<file path="src/rtl/ahb_lite_cordic_master.sv">
// AHB-Lite master that turns a local command/response stream into single
// write/read transfers against the CORDIC slave. One transfer is in flight at a time.
module ahb_lite_cordic_master #(
  parameter logic [31:0] BASE_ADDR     = 32'h4000_0000,
  parameter logic [31:0] RESULT_OFFSET = 32'h0000_0004,
  parameter logic [15:0] MAX_WAIT      = 16'd255
) (
  input  logic        HCLK,
  input  logic        HRESETn,
  input  logic        cmd_valid,
  output logic        cmd_ready,
  input  logic [1:0]  cmd_op,
  input  logic [31:0] cmd_data,
  output logic        rsp_valid,
  input  logic        rsp_ready,
  output logic [31:0] rsp_data,
  output logic        rsp_err,
  output logic        timeout,
  output logic [31:0] HADDR,
  output logic [1:0]  HTRANS,
  output logic        HWRITE,
  output logic [2:0]  HSIZE,
  output logic [2:0]  HBURST,
  output logic        HMASTLOCK,
  output logic [3:0]  HPROT,
  output logic [31:0] HWDATA,
  input  logic        HREADY,
  input  logic        HRESP,
  input  logic [31:0] HRDATA
);

  localparam logic [31:0] READ_ADDR    = BASE_ADDR + RESULT_OFFSET;
  localparam logic [1:0]  TRANS_IDLE   = 2'b00;
  localparam logic [1:0]  TRANS_NONSEQ = 2'b10;
  localparam logic [1:0]  OP_WRITE     = 2'b01;
  localparam logic [1:0]  OP_READ      = 2'b10;

  typedef enum logic [2:0] {IDLE, W_ADDR, W_DATA, R_ADDR, R_DATA, RESP} state_t;

  state_t      state_reg, state_next;
  logic [1:0]  op_reg, op_next;
  logic [31:0] operand_reg, operand_next;
  logic [15:0] stall_reg, stall_next;
  logic [31:0] haddr_reg, haddr_next;
  logic [1:0]  htrans_reg, htrans_next;
  logic        hwrite_reg, hwrite_next;
  logic [31:0] hwdata_reg, hwdata_next;
  logic        rsp_valid_reg, rsp_valid_next;
  logic [31:0] rsp_data_reg, rsp_data_next;
  logic        rsp_err_reg, rsp_err_next;
  logic        timeout_reg, timeout_next;
  logic        cmd_ready_reg;
  logic        bus_state;

  assign bus_state = (state_reg == W_ADDR) || (state_reg == W_DATA) ||
                     (state_reg == R_ADDR) || (state_reg == R_DATA);

  always_comb begin
    state_next     = state_reg;
    op_next        = op_reg;
    operand_next   = operand_reg;
    stall_next     = stall_reg;
    haddr_next     = haddr_reg;
    htrans_next    = TRANS_IDLE;
    hwrite_next    = hwrite_reg;
    hwdata_next    = hwdata_reg;
    rsp_valid_next = 1'b0;
    rsp_data_next  = rsp_data_reg;
    rsp_err_next   = rsp_err_reg;
    timeout_next   = timeout_reg;

    // Stall counter only measures the slave holding off a live transfer.
    if (HREADY) begin
      stall_next = 16'd0;
    end else if (bus_state && (stall_reg != MAX_WAIT)) begin
      stall_next = stall_reg + 16'd1;
    end
    if (bus_state && !HREADY && (stall_next == MAX_WAIT)) begin
      timeout_next = 1'b1;
    end

    case (state_reg)
      IDLE: begin
        if (cmd_valid) begin
          op_next       = cmd_op;
          operand_next  = cmd_data;
          rsp_data_next = 32'd0;
          rsp_err_next  = 1'b0;
          timeout_next  = 1'b0;
          stall_next    = 16'd0;
          htrans_next   = TRANS_NONSEQ;
          if (cmd_op == OP_READ) begin
            state_next  = R_ADDR;
            haddr_next  = READ_ADDR;
            hwrite_next = 1'b0;
          end else begin
            state_next  = W_ADDR;
            haddr_next  = BASE_ADDR;
            hwrite_next = 1'b1;
          end
        end
      end
      W_ADDR: begin
        if (HREADY) begin
          state_next  = W_DATA;
          hwdata_next = operand_reg;
        end else begin
          htrans_next = TRANS_NONSEQ;
        end
      end
      W_DATA: begin
        if (HREADY) begin
          if (HRESP) begin
            rsp_err_next   = 1'b1;
            rsp_valid_next = 1'b1;
            state_next     = RESP;
          end else if (op_reg == OP_WRITE) begin
            rsp_valid_next = 1'b1;
            state_next     = RESP;
          end else begin
            state_next  = R_ADDR;
            htrans_next = TRANS_NONSEQ;
            haddr_next  = READ_ADDR;
            hwrite_next = 1'b0;
          end
        end
      end
      R_ADDR: begin
        if (HREADY) begin
          state_next = R_DATA;
        end else begin
          htrans_next = TRANS_NONSEQ;
        end
      end
      R_DATA: begin
        if (HREADY) begin
          rsp_data_next  = HRESP ? 32'd0 : HRDATA;
          rsp_err_next   = rsp_err_reg | HRESP;
          rsp_valid_next = 1'b1;
          state_next     = RESP;
        end
      end
      RESP: begin
        if (rsp_ready) begin
          state_next = IDLE;
        end else begin
          rsp_valid_next = 1'b1;
        end
      end
      default: state_next = IDLE;
    endcase
  end

  always_ff @(posedge HCLK) begin
    if (!HRESETn) begin
      state_reg     <= IDLE;
      op_reg        <= 2'b00;
      operand_reg   <= 32'd0;
      stall_reg     <= 16'd0;
      haddr_reg     <= 32'd0;
      htrans_reg    <= TRANS_IDLE;
      hwrite_reg    <= 1'b0;
      hwdata_reg    <= 32'd0;
      rsp_valid_reg <= 1'b0;
      rsp_data_reg  <= 32'd0;
      rsp_err_reg   <= 1'b0;
      timeout_reg   <= 1'b0;
      cmd_ready_reg <= 1'b1;
    end else begin
      state_reg     <= state_next;
      op_reg        <= op_next;
      operand_reg   <= operand_next;
      stall_reg     <= stall_next;
      haddr_reg     <= haddr_next;
      htrans_reg    <= htrans_next;
      hwrite_reg    <= hwrite_next;
      hwdata_reg    <= hwdata_next;
      rsp_valid_reg <= rsp_valid_next;
      rsp_data_reg  <= rsp_data_next;
      rsp_err_reg   <= rsp_err_next;
      timeout_reg   <= timeout_next;
      cmd_ready_reg <= (state_next == IDLE);
    end
  end

  assign cmd_ready = cmd_ready_reg;
  assign rsp_valid = rsp_valid_reg;
  assign rsp_data  = rsp_data_reg;
  assign rsp_err   = rsp_err_reg;
  assign timeout   = timeout_reg;
  assign HADDR     = haddr_reg;
  assign HTRANS    = htrans_reg;
  assign HWRITE    = hwrite_reg;
  assign HWDATA    = hwdata_reg;
  assign HSIZE     = 3'b010;
  assign HBURST    = 3'b000;
  assign HMASTLOCK = 1'b0;
  assign HPROT     = 4'b0011;

endmodule

</file>
<file path="config.mk">
export PLATFORM = sky130hd
export DESIGN_NAME = ahb_lite_cordic_master
export DESIGN_NICKNAME = d
export VERILOG_FILES = /design/src/rtl/ahb_lite_cordic_master.sv
export SDC_FILE = /design/constraint.sdc
export NUM_CORES = 1
export LEC_CHECK = 0
export ABC_AREA = 1
export ABC_CLOCK_PERIOD_IN_PS = 2200
export CORE_MARGIN = 2
export CORE_UTILIZATION = 46
export DETAILED_ROUTE_END_ITERATION = 7
export PLACE_DENSITY = 0.91
export SLEW_MARGIN = 20
export SYNTH_ARGS = -nofsm -noshare
export SYNTH_HDL_FRONTEND = slang
export SYNTH_SLANG_ARGS = --single-unit
</file>
<file path="constraint.sdc">
create_clock -name HCLK -period 2.2 [get_ports HCLK]
set_input_delay 0.44 -clock HCLK [delete_from_list [all_inputs] [get_ports HCLK]]
set_output_delay 0.44 -clock HCLK [all_outputs]
set_load 0.02 [all_outputs]
</file>
==> results.cfg, run 1 <==
[yosys]
synth_edf_count = 0
syn_inst = 751
synth.distinct_cells = 35
synth_compound_area_share_pct = 14.5
synth_top_area_cell = dfxtp_1
avgSynthCellArea_um2 = 7.23
synth_top_family_by_area = simple AND/OR/NAND/NOR gates
synthMuxAreaShare_pct = 0
synthAdderAreaFrac_pct = 0.230
yosysSeqAreaShare_pct = 46.1
synth_common_cells = nand2_1 (141), nor2_1 (141), dfxtp_1 (125)
postSynth.asyncResetShare_pct = 0
syn_area_mm2 = 0.00543
ys_seq_elements = 125
synth_area_leaders = dfxtp_1 (46%), nand2_1 (9.7%), nor2_1 (9.7%), a21oi_1 (6.7%), o21ai_0 (6.2%)
synth-simple-area-share_pct = 26.4
synth-main-ff-cell = dfxtp_1
synth_xor_area_share_pct = 0.645
yosysWarnings = 0
yosysTopAreaCellShare_pct = 46.1

[finish]
final_nets = 963
final_cells = 1046
drive_gt1_share_pct = 7.86
diodes = 0
areaGrowthSynthToFinish_pct = 37.3

[sta]
fin_crit_ps = 1970
rsz0062_at_grt = no
setup_viol = 0
maxSlewViolCount = 0
hold_violations = 0
slew_headroom_pct = 59.2
finClkSkew_ps = 10.5
tns_ps = 0
hold_ws_ps = 461
fin_crit_sh_pct = 89.7
tightest_slew_ps = 612
max_freq_ghz = 0.507

[clock_network]
ctsLongestPathBuffers = 2
cts_hold_buf = 0
cts_tree = done
cts_setup_buffers = 0
cts_buffers = 17
root_buffer = clkbuf_16
post_cts_resized = 0
cts_sinks = 125
clk_pin_slew_ps = 60
clk_latency_ps = 410
cts_max_level = 4

[floorplanning]
dieArea_mm2 = 0.0127
initial_utilization_pct = 47.4
chipWidth_um = 113
die_y_um = 113
io_pins = 186
num_rows = 39
coreArea_mm2 = 0.0115

[routing]
drt_iter0_drc = 319
post_drt_wl_per_cell_um = 14.2
drc = 0
wl_um = 14800
vias_per_cell = 5.04
drt_first_pass_iters = 5
antenna_left = 0
vias = 5274

[place]
dpl.hpwl_um = 9790
placed_cells = 1014
gp_congestion = 0.892
port_buffers = 143

[worst_setup_path]
critPathRequiredTime_ps = 2550
start_kind = register
crit_arrival_ps = 2320
worstPathMaxFanout = 15
cp-end-kind = register
critPathKind = register to register

[hold_path]
hold_path_class = register to register

[grt]
use_met3_pct = 8.26
track_usage_pct = 23.5
grt_max_degree = 70
use_met2_pct = 38.9
grt_pass1_vias = 5149
gr-max-usage-layer = met2
grt-ovfl-total = 0
grt_pass1_wl_um = 24100
antenna_found_initial = 0
grt_util_met1_pct = 27.6

[run_status]
outcome = complete, no violations

[power_and_ir_drop]
peakVddDrop_mv = 0.575
powerDensity_mw_per_mm2 = 907
p_leak_nw = 3.06

[flow_run]
maxCapViolCount = 0
==> power by group <==
group          total, mW  internal, mW  switching, mW
logic               1.40         0.581          0.819
registers           2.60          2.48          0.119
clock network       2.77          1.78          0.987
==> area by class of cell <==
cell class                 instances  area [um^2]
multi-input combinational        541         2430
tap                              143          179
clock inverter                    10          113
timing repair buffer             161         1590
clock buffer                      22          484
sequential                       125         2500
fill                             931         4010
inverter                          44          165
==> stage by stage <==
step / setup WS [ps] / power [mW] / cell area (um^2) / utilization (%)
6_report: 227 / 6.77 / 7460 / 65.0
2_1_floorplan: 456 / 3.48 / 5580 / -
3_5_place_dp: 188 / 4.02 / 6860 / 59.8
4_1_cts: 233 / 6.79 / 7460 / 65.0
5_1_grt: 32.0 / 7.07 / 7460 / 65.0
3_3_place_gp: 248 / 3.98 / 6860 / 59.8
==> layout by cell type (no fill, tap or decap), types with 4 or more instances in the layout <==
cell,n
inv_1,41
xor2_1,4
o21ai_0,67
nor3_1,7
nand2_2,4
nor2_1,140
a21oi_1,73
nand2_1,141
nand3_1,28
nand4_1,7
clkbuf_8,4
buf_4,16
nor2_2,6
dfxtp_1,125
clkdlybuf4s50_1,142
clkinv_2,4
clkbuf_16,17
conb_1,42
==> worst paths after layout <==
path / start / end / slack, ps / cells past startpoint
max reg2reg: stall_reg[1] / timeout / 230 / 11
min reg2reg: operand_reg[17] / operand_reg[17] / 460 / 2
max: stall_reg[1] / timeout / 230 / 11
min: operand_reg[17] / operand_reg[17] / 460 / 2
==> kinds of logic after synthesis <==
| family | count (synthesis) |
|---|---|
| adder cells (fa/ha/maj) | 1 |
| XOR/XNOR | 4 |
| buffers and inverters | 125 |
| other | 2 |
| flip-flops | 125 |
| AND/OR/NAND/NOR | 342 |
| AO/OA/AOI/OAI | 152 |
==> metal layers <==
| metal | routed length [um] | vias to the layer above | part of all wire (%) |
|---|---|---|---|
| li1 | - | 2606 | - |
| met1 | 6110 | 2421 | 41 |
| met2 | 7130 | 212 | 48 |
| met3 | 1140 | 35 | 7.7 |
| met4 | 429 | 0 | 2.9 |
| met5 | 0 | - | 0 |
==> critical path: stages (launching register included) <==
cell	delay [ps]
dfxtp_1	380
ha_1	280
nand3_4	170
nor2_8	180
nand2_4	120
nand2_4	180
o21ai_1	120
nor2_1	90
nand3_1	100
nor2_1	110
nand2_1	70
a21oi_2	110
(Power assumes the default switching activity.)
==> inputs of run 2 (changes only) <==
CELL_PAD_IN_SITES_DETAIL_PLACEMENT = 0   (was unset)
CELL_PAD_IN_SITES_GLOBAL_PLACEMENT = 2   (was unset)
CORE_UTILIZATION = 24   (was 46)
GPL_ROUTABILITY_DRIVEN = 0   (was unset)
PLACE_DENSITY = 0.89   (was 0.91)
==> run 2 against run 1 <==
  * Register-to-register slack better by 20 ps
  * Clock skew down 1.3 ps
  * Sequential cell count is the same
  * Core utilization is 30 points lower
  * Sequential share of layout area decreased by 1.6 points
  * Wire length grew 8.2%
  * Critical path depth rose by 1
  * Design area grew 4.9%
  * Highest routed layer unchanged
==> results.cfg, run 2 (synthesis gave the netlist of run 1 again) <==
[clock_network]
cts_tree = done
ctsLongestPathBuffers = 2
cts_buffers = 17
root_buffer = clkbuf_16
cts_max_level = 4
clk_pin_slew_ps = 60
cts_sinks = 125
clk_latency_ps = 420

[floorplanning]
coreArea_mm2 = 0.0224
dieArea_mm2 = 0.0239
initial_utilization_pct = 24.2
io_pins = 186
die_y_um = 154
chipWidth_um = 154
num_rows = 55

[power_and_ir_drop]
peakVddDrop_mv = 0.493
p_leak_nw = 3.14
powerDensity_mw_per_mm2 = 889

[finish]
seqCellArea_mm2 = 0.00250
nFillCells = 2368
areaGrowthSynthToFinish_pct = 44.0
final_nets = 980
drive_gt1_share_pct = 9.46
fin_util_pct = 34.9
layout_commonest_cell = clkdlybuf4s50_1
layout_common_cells = clkdlybuf4s50_1 (142), nand2_1 (141), nor2_1 (140), dfxtp_1 (125), a21oi_1 (73)
fin_area_mm2 = 0.00782
final_cells = 1205
diodes = 0
multi_input_area_mm2 = 0.00244

[place]
port_buffers = 143
place_area_mm2 = 0.00720
placed_cells = 1173
dpl.hpwl_um = 11000

[grt]
grt-ovfl-total = 0
track_usage_pct = 13.5
grt_pass1_vias = 4770
grt_pass1_wl_um = 25200
antenna_found_initial = 0
grt_max_degree = 41

[worst_setup_path]
r2r_start = stall_reg[0]
worstPathMaxFanout = 5
cp-end-kind = register
r2r-end = timeout
reg2regPathDepth = 12
critPathRequiredTime_ps = 2550
crit_arrival_ps = 2300
r2r_slack_ps = 250
critPathKind = register to register
start_kind = register

[hold_path]
min_to = operand_reg[8]
worstHoldStart = HRESETn
worstHoldPathCells = 3
hold_path_class = input port to register

[sta]
setup_viol = 0
maxSlewViolCount = 0
hold_ws_ps = 458
tns_ps = 0
fin_crit_ps = 1950
hold_violations = 0
rsz0062_at_grt = no
max_freq_ghz = 0.512
fin_crit_sh_pct = 88.8
finClkSkew_ps = 9.17

[flow_run]
maxCapViolCount = 0

[routing]
vias_per_cell = 4.20
drt_first_pass_iters = 4
post_drt_wl_per_cell_um = 13.3
drt_iter0_drc = 197
wl_um = 16000
vias = 5055
antenna_left = 0
drc = 0

[run_status]
outcome = complete, no violations
## run 2: layout make-up
type | instances | share of cell area (%)
multi-input cells | 541 | 31.1
clock inverters | 12 | 2.08
well taps | 285 | 4.56
clock buffers | 20 | 5.71
flip-flops and latches | 125 | 32.0
repair buffers | 178 | 22.4
inverters | 44 | 2.11
## run 2: how the worst max path moves through the flow
| stage | startpoint | end | cells past startpoint | slack, ps |
|---|---|---|---|---|
| finish | stall_reg[0] | timeout | 12 | 250 |
| floorplan | stall_reg[0] | timeout | 13 | 460 |
| detailed placement | HREADY | rsp_data[11] | 8 | 60 |
| global route | state_reg[1] | timeout | 14 | 60 |
| CTS | stall_reg[0] | timeout | 12 | 220 |
| global placement | cmd_valid | rsp_data[27] | 8 | 100 |
## run 2: metal layers
| metal | global-route usage (%) | up-vias | wire, um |
|---|---|---|---|
| met2 | 21.3 | 131 | 7260 |
| li1 | - | 2646 | - |
| met5 | 0 | - | 0 |
| met4 | 4.28 | 0 | 288 |
| met1 | 16.4 | 2261 | 7210 |
| met3 | 6.05 | 17 | 1260 |
## run 2: where the power goes
part | total (mW) | internal (mW) | leakage [nW] | switching, mW
logic | 1.48 | 0.642 | 1.84 | 0.834
clock network | 2.89 | 1.82 | 0.279 | 1.07
registers | 2.59 | 2.48 | 1.02 | 0.109
## run 2: worst max-delay path, stage by stage (launching register included)
cell and delay (ps):
dfxtp_1 330, ha_1 220, nand3_4 150, nor2_8 200, a21oi_4 100, buf_4 150, nand2_1 50, nand2_1 40
nand3_1 130, nand3_1 110, nor2_1 180, nand2_1 110, a21oi_2 120
## run 2: stage by stage
stage	power, mW	setup slack (ps)
final	6.95	246
after global placement	4.12	105
after detailed placement	4.12	58.1
after CTS	7.05	215
after global routing	7.32	60.7
after floorplan	3.48	456
## run 2: what timing repair did
item	CTS	global route
setup buffers	0	0
hold buffers	0	0
resized for setup	0	1
endpoints found under the setup margin	0	1
